<file path="src/rtl/ysyx_22050550_fwd_unit.sv">
// Operand forwarding and hazard unit: per-port bypass from EX/MEM/WB/history,
// load-use stall detection, and saturating stall statistics.
module ysyx_22050550_fwd_unit #(
  parameter int unsigned XLEN    = 64,
  parameter int unsigned NREAD   = 2,
  parameter int unsigned HIST_EN = 1,
  parameter int unsigned CNT_W   = 32
) (
  input  logic                  clock,
  input  logic                  reset,
  input  logic                  flush,
  input  logic                  id_valid,
  input  logic [NREAD*5-1:0]    id_raddr,
  input  logic                  ex_valid,
  input  logic                  ex_wen,
  input  logic                  ex_is_load,
  input  logic [4:0]            ex_waddr,
  input  logic [XLEN-1:0]       ex_wdata,
  input  logic                  mem_valid,
  input  logic                  mem_wen,
  input  logic                  mem_is_load,
  input  logic                  mem_ready,
  input  logic [4:0]            mem_waddr,
  input  logic [XLEN-1:0]       mem_wdata,
  input  logic                  wb_valid,
  input  logic                  wb_wen,
  input  logic [4:0]            wb_waddr,
  input  logic [XLEN-1:0]       wb_wdata,
  output logic [NREAD-1:0]      id_pass,
  output logic [NREAD*XLEN-1:0] id_rdata,
  output logic                  id_stall,
  output logic [CNT_W-1:0]      stall_cycles,
  output logic [CNT_W-1:0]      stall_events
);

  typedef enum logic [0:0] {StRun, StStall} state_e;

  state_e            state_q, state_d;
  logic              hist_valid_q;
  logic [4:0]        hist_waddr_q;
  logic [XLEN-1:0]   hist_wdata_q;
  logic [CNT_W-1:0]  stall_cycles_q, stall_cycles_d;
  logic [CNT_W-1:0]  stall_events_q, stall_events_d;
  logic              stall_event;

  logic [NREAD-1:0]  hazard;
  logic [4:0]        raddr;
  logic              ex_hit, mem_hit, wb_hit, hist_hit;
  logic [XLEN-1:0]   win_data;
  logic              win_haz;

  // History register keeps the last committed WB write visible for one more cycle.
  if (HIST_EN != 0) begin : g_hist
    logic            hist_valid_d;
    logic [4:0]      hist_waddr_d;
    logic [XLEN-1:0] hist_wdata_d;

    // Next history entry comes straight from WB; flush leaves it alone.
    always_comb begin
      hist_valid_d = wb_valid && wb_wen && (wb_waddr != 5'd0);
      hist_waddr_d = wb_waddr;
      hist_wdata_d = wb_wdata;
    end

    // History state register.
    always_ff @(posedge clock or posedge reset) begin
      if (reset) begin
        hist_valid_q <= 1'b0;
        hist_waddr_q <= '0;
        hist_wdata_q <= '0;
      end else begin
        hist_valid_q <= hist_valid_d;
        hist_waddr_q <= hist_waddr_d;
        hist_wdata_q <= hist_wdata_d;
      end
    end
  end else begin : g_no_hist
    assign hist_valid_q = 1'b0;
    assign hist_waddr_q = '0;
    assign hist_wdata_q = '0;
  end

  // Per-port producer selection, youngest first; hazard when the winner's data is not ready.
  always_comb begin
    id_pass  = '0;
    id_rdata = '0;
    hazard   = '0;
    raddr    = '0;
    ex_hit   = 1'b0;
    mem_hit  = 1'b0;
    wb_hit   = 1'b0;
    hist_hit = 1'b0;
    win_data = '0;
    win_haz  = 1'b0;
    for (int k = 0; k < NREAD; k++) begin
      raddr    = id_raddr[5*k +: 5];
      ex_hit   = ex_valid && ex_wen && (ex_waddr == raddr) && (raddr != 5'd0);
      mem_hit  = mem_valid && mem_wen && (mem_waddr == raddr) && (raddr != 5'd0);
      wb_hit   = wb_valid && wb_wen && (wb_waddr == raddr) && (raddr != 5'd0);
      hist_hit = hist_valid_q && (hist_waddr_q == raddr) && (raddr != 5'd0);
      win_data = '0;
      win_haz  = 1'b0;
      if (ex_hit) begin
        win_data = ex_wdata;
        win_haz  = ex_is_load;
      end else if (mem_hit) begin
        win_data = mem_wdata;
        win_haz  = mem_is_load && !mem_ready;
      end else if (wb_hit) begin
        win_data = wb_wdata;
      end else if (hist_hit) begin
        win_data = hist_wdata_q;
      end
      hazard[k]                  = win_haz;
      id_pass[k]                 = !reset && id_valid && !win_haz &&
                                   (ex_hit || mem_hit || wb_hit || hist_hit);
      id_rdata[k*XLEN +: XLEN]   = reset ? '0 : win_data;
    end
  end

  assign id_stall = id_valid && (|hazard) && !flush && !reset;

  // FSM state register.
  always_ff @(posedge clock or posedge reset) begin
    if (reset) begin
      state_q <= StRun;
    end else begin
      state_q <= state_d;
    end
  end

  // FSM next state; flush always returns to RUN.
  always_comb begin
    state_d = state_q;
    if (flush) begin
      state_d = StRun;
    end else begin
      unique case (state_q)
        StRun:   if (id_stall) state_d = StStall;
        StStall: if (!id_stall) state_d = StRun;
        default: state_d = StRun;
      endcase
    end
  end

  // FSM outputs: a stall event is a RUN->STALL entry.
  always_comb begin
    stall_event = (state_q == StRun) && id_stall;
  end

  // Saturating counter next-state.
  always_comb begin
    stall_cycles_d = stall_cycles_q;
    stall_events_d = stall_events_q;
    if (id_stall && (stall_cycles_q != '1)) stall_cycles_d = stall_cycles_q + CNT_W'(1);
    if (stall_event && (stall_events_q != '1)) stall_events_d = stall_events_q + CNT_W'(1);
  end

  // Counter registers.
  always_ff @(posedge clock or posedge reset) begin
    if (reset) begin
      stall_cycles_q <= '0;
      stall_events_q <= '0;
    end else begin
      stall_cycles_q <= stall_cycles_d;
      stall_events_q <= stall_events_d;
    end
  end

  assign stall_cycles = stall_cycles_q;
  assign stall_events = stall_events_q;

endmodule

</file>
<file path="config.mk">
export PLATFORM = sky130hd
export DESIGN_NAME = ysyx_22050550_fwd_unit
export DESIGN_NICKNAME = d
export VERILOG_FILES = /design/src/rtl/ysyx_22050550_fwd_unit.sv
export SDC_FILE = /design/constraint.sdc
export NUM_CORES = 1
export LEC_CHECK = 0
export ABC_AREA = 1
export BUFFER_PORTS_ARGS = -buffer_cell sky130_fd_sc_hd__buf_2
export CAP_MARGIN = 20
export CORE_MARGIN = 5
export CORE_UTILIZATION = 40
export DETAILED_ROUTE_END_ITERATION = 8
export GPL_TIMING_DRIVEN = 0
export PLACE_DENSITY = 0.67
export SYNTH_ARGS = -nofsm -noshare
export SYNTH_HDL_FRONTEND = slang
export SYNTH_SLANG_ARGS = --single-unit
export TNS_END_PERCENT = 30
</file>
<file path="constraint.sdc">
create_clock -name clock -period 8.3 [get_ports clock]
set_input_delay 0.83 -clock clock [delete_from_list [all_inputs] [get_ports clock]]
set_output_delay 0.83 -clock clock [all_outputs]
set_load 0.01 [all_outputs]
</file>
== After elaboration in Yosys (flattened, before gate mapping) ==
Cells that the tools add are included.

* Output and inout port bits: 195
* Register bits: 135

* Bitwise gates (word level): 1
* Reductions and logical operators: 47
* Equality and inequality tests: 10
* Mux-type cells: 16
* Add/sub/neg operators: 2

{| class="wikitable"
|+ Operators by type and width
! cell !! number
|-
| $mux 64 || 10
|-
| $add 32x1->32 const B || 2
|-
| $ne 32x32->1 const B || 2
|-
| $eq 5x5->1 || 8
|-
| $logic_and 1x1->1 || 32
|-
| $reduce_bool 5->1 || 3
|-
| $logic_or 1x1->1 || 6
|-
| $mux 1 || 6
|-
| $logic_not 1->1 || 5
|-
| $reduce_or 2->1 || 1
|-
| $not 1->1 || 1
|}

== Depth between registers and ports, before layout ==
* Word-level depth: 11
* Depth in mapped cells: 16
* Gate-level depth less buffers: 16

== Worst setup path before layout ==
Ideal clock, no wire load.

* Kind: in2out
* Start point: input reset
* End point: output id_rdata[120]
* Slack: 1422 ps
* Data required time: 7470 ps
* Stages on the path: 5
* Arrival: 6048 ps
* Path buffers: 2
* Cell sequence: inv_1 -> clkbuf_1 -> clkbuf_1 -> o21ai_0 -> a21oi_1

* Word-level cells in the longest chain between the ends: 1

{| class="wikitable"
|+ Ends and longest elaborated chain
! item !! line !! RTL
|-
| from (decl) || 10 || <nowiki>input logic reset,</nowiki>
|-
| $mux 64 || 117 || <nowiki>id_rdata[k*XLEN +: XLEN] = reset ? '0 : win_data;</nowiki>
|-
| to (decl) || 30 || <nowiki>output logic [NREAD*XLEN-1:0] id_rdata,</nowiki>
|}

No other way between the ends.

== Worst setup path after layout ==
* Start point: input id_raddr[1]
* End point: output id_rdata[45]

* Word-level cells in the longest chain between the ends: 8

{| class="wikitable"
|+ Ends and longest elaborated chain
! item !! line !! RTL
|-
| from (decl) || 13 || <nowiki>input logic [NREAD*5-1:0] id_raddr,</nowiki>
|-
| $eq 5x5->1 || 100 || <nowiki>hist_hit = hist_valid_q && (hist_waddr_q == raddr) && (raddr != 5'd0);</nowiki>
|-
| $logic_and 1x1->1 (2 in series) || 100 ||
|-
| $mux 64 || 111 || <nowiki>end else if (hist_hit) begin</nowiki>
|-
| $mux 64 || 109 || <nowiki>end else if (wb_hit) begin</nowiki>
|-
| $mux 64 || 106 || <nowiki>end else if (mem_hit) begin</nowiki>
|-
| $mux 64 (*) || 103 || <nowiki>if (ex_hit) begin</nowiki>
|-
| $mux 64 (*) || 117 ||
|}

Every way passes the cells marked *; elsewhere a longest branch is shown, timed or not.

==> results.md <==
* Critical-path cell list: buf_2 > inv_1 > nand2_1 > nor2_2 > nor2_1 > nand2_1 > clkbuf_1 > clkbuf_1 > o21ai_0 > a21oi_1 > buf_2
* Layout cells sized above 1 at 0.227
* Primary FF master, synth: dfrtp_1
* H-Tree Depth at 4
* Total power draw at between 0.0015 and 0.002 W
* Status: complete, no violations
* Mean post-synth cell area at 6.03 sq um
* TritonCTS Buffers at 17
* Vias in the first global route at 13.8k
* Fin. max-slew vios at 0
* Fin crit period at 4200 ps
* Cts hold-fix bufs at 0
* Synthesized instance count at roughly 1.8k
* Synth cell types at 40
* Core area at ~28,000 sq um
* DR DRC count at 0
* Final Util at 0.522
* Syn-to-layout area delta at 29.4%
* Syn Std Cell Area at 11,200 sq um
* Initial drt markers at around 1.2k
* IO Pins at 425
* GR Overflow Total at 0
* Hold Path Cell Cnt at 2
* Vias per inst at 5.27
* Placed Instance Area at 13,800 sq um
* Die height at 177 um
* Post-synth EDFFs at 0
* Starting Density at 0.404
* CP Class: primary input to primary output
* RSZ-0062 raised after global routing: false
* Warnings from Yosys at 0
* # setup viols final at 0
* Largest net degree at the start of global routing at 61
* Register area share after synthesis at 0.303
* Routed Antenna Nets at 0
* CP Launch Type: primary input
* R2R depth at 12
* CTS root buf: clkbuf_16
* DR vias at 14.2k
* Buf+Inv Stages, Crit Path at 5
* Skew final at 15.6 ps
* Max incr delay on CP at 530 ps
* Fin crit share at 0.507
* I/O Buffers at 423
* Fmax at 238 MHz
* CTS tree: done
* GRT Util Overall at 0.301
* WP data required at 7470 ps
* Fin area at 14,400 sq um
* First-pass GRT wire length at between 70 and 80 mm
* Clock Latency Late Sink at 430 ps
* Crit-path leading delay family: buffers and inverters
* CP Depth at 11
* Worst vdd ir at 127 uV
* Initial antenna violation count at 27
* Commonest non-fill, non-tap cell in the layout: nand2_1
* Drt wl/cell at 18.3 um
* Drt total wl at 49.3 mm
* Register bit count reported by yosys at ~140
* Leak at 7.50 nW
* Row cnt at 61
* Max cap viols at 0
* Post-CTS sizing at 0
* Hold crit path type: register to register
* Final hold viol count at 0
* Crit end category: primary output
* Syn_nets at 2,081
* Setup bufs post-CTS at 0
* Drt first pass iters at 6
* # nets final at approximately 2.5k
* Commonest non-fill, non-tap cells in the layout: nand2_1 (460), buf_2 (452), o21ai_0 (394)
* Dpl hpwl at roughly 38 mm
* Ys async rst share at 1.00
* Worst-case clock buffer depth at 2
* Reg clk slew, reported paths at roughly 70 ps
* Crit-path max FO at 10
* WP data arrival at 3370 ps
* Die X at 177 um
* Worst-Margin Slew at 765 ps
* Die area at between 30,000 and 40,000 sq um
* Clk sinks at 135
* Gpl congestion at 0.976
* PwrDens at 126 nW/um^2
* Slew HR at 0.490
* Worst-path cell with the longest stage delay: clkbuf_1
-- worst reg2reg max path, delay by kind of cell, from the launching register on --
kind	cells	cell delay (ps)
simple gates	9	1300
flops	1	430
buf+inv	2	260
fa+ha+maj	1	210
-- sequential cells by signal, summed over array words and instances, names as in the netlist --
name          cells
hist_wdata_q     64
stall_cycles     32
stall_events     32
hist_waddr_q      5
hist_valid_q      1
state_q           1
-- final timing paths --
| check | from | to | slack (ps) |
|---|---|---|---|
| setup / recovery | id_raddr[1] | id_rdata[45] | 4100 |
| hold / removal | stall_cycles[15] | stall_cycles[15] | 500 |
| setup reg to reg | stall_events[0] | stall_events[24] | 6000 |
| hold reg to reg | stall_cycles[15] | stall_cycles[15] | 500 |
| max in group asynchronous | reset | stall_cycles[23] | 6290 |
| min in group asynchronous | reset | hist_wdata_q[26] | 1270 |
-- synth_stat cells (2+ instances only) --
| cell type | number | area (sq um) |
|---|---|---|
| a21boi_1 | 2 | 15.0 |
| a21oi_1 | 134 | 671 |
| a41oi_1 | 2 | 17.5 |
| buf_2 | 29 | 145 |
| buf_4 | 2 | 15.0 |
| buf_6 | 3 | 33.8 |
| clkbuf_1 | 71 | 267 |
| dfrtp_1 | 135 | 3380 |
| ha_1 | 2 | 25.0 |
| inv_1 | 342 | 1280 |
| inv_2 | 10 | 37.5 |
| nand2_1 | 460 | 1730 |
| nand2_2 | 3 | 18.8 |
| nand3_1 | 43 | 215 |
| nand3b_1 | 6 | 45.0 |
| nand3b_2 | 3 | 33.8 |
| nand4_1 | 22 | 138 |
| nor2_1 | 63 | 236 |
| nor2_2 | 5 | 31.3 |
| nor3_1 | 27 | 135 |
| nor3_2 | 2 | 20.0 |
| nor3_4 | 2 | 32.5 |
| nor4_1 | 6 | 37.5 |
| o211ai_1 | 2 | 15.0 |
| o21ai_0 | 394 | 1970 |
| o21ai_1 | 20 | 100 |
| o21ai_2 | 4 | 35.0 |
| o22ai_1 | 3 | 18.8 |
| xnor2_1 | 12 | 105 |
| xor2_1 | 30 | 263 |
-- final cells by class --
type / instances / area [sq um]
inverter: 352 / 1320
multi-input combinational: 1256 / 5990
clock buffer: 17 / 425
sequential: 135 / 3380
buffer: 106 / 468
antenna: 16 / 40.0
tap: 378 / 473
timing repair buffer: 425 / 2170
clock inverter: 14 / 165
fill: 2934 / 13200
-- through the flow --
stage / setup slack (ps) / setup TNS [ps] / cells / hold WS (ps)
2_1_floorplan: 1420 / 0 / 1849 / 521
3_3_place_gp: -1460 / -174130 / 2650 / 476
3_5_place_dp: 4170 / 0 / 2652 / 490
4_1_cts: 4160 / 0 / 2683 / 507
5_1_grt: 3890 / 0 / 2697 / 505
6_report: 4100 / 0 / 2699 / 504
-- layer usage --
| layer | GRT usage | wire length [um] | vias up |
|---|---|---|---|
| met3 | 0.0863 | 4690 | 178 |
| li1 | - | - | 6777 |
| met5 | 0 | 151 | - |
| met4 | 0.157 | 2210 | 26 |
| met1 | 0.353 | 19000 | 6560 |
| met2 | 0.503 | 23200 | 685 |
-- cell families after synthesis --
| group | share of synthesized area |
|---|---|
| XOR/XNOR | 0.0330 |
| buffers and inverters | 0.160 |
| AO/OA/AOI/OAI | 0.258 |
| flip-flops | 0.303 |
| AND/OR/NAND/NOR | 0.244 |
| adder cells (fa/ha/maj) | 0.00224 |
-- power breakdown --
part           total, W  internal (W)  leakage, nW  switching [W]
Combinational  0.000312      0.000121         5.56       0.000192
Clock          0.000792      0.000451        0.278       0.000341
Sequential     0.000720      0.000691         1.66      0.0000295
Total           0.00182       0.00126         7.50       0.000562
Power figures use the tool's default switching activity.
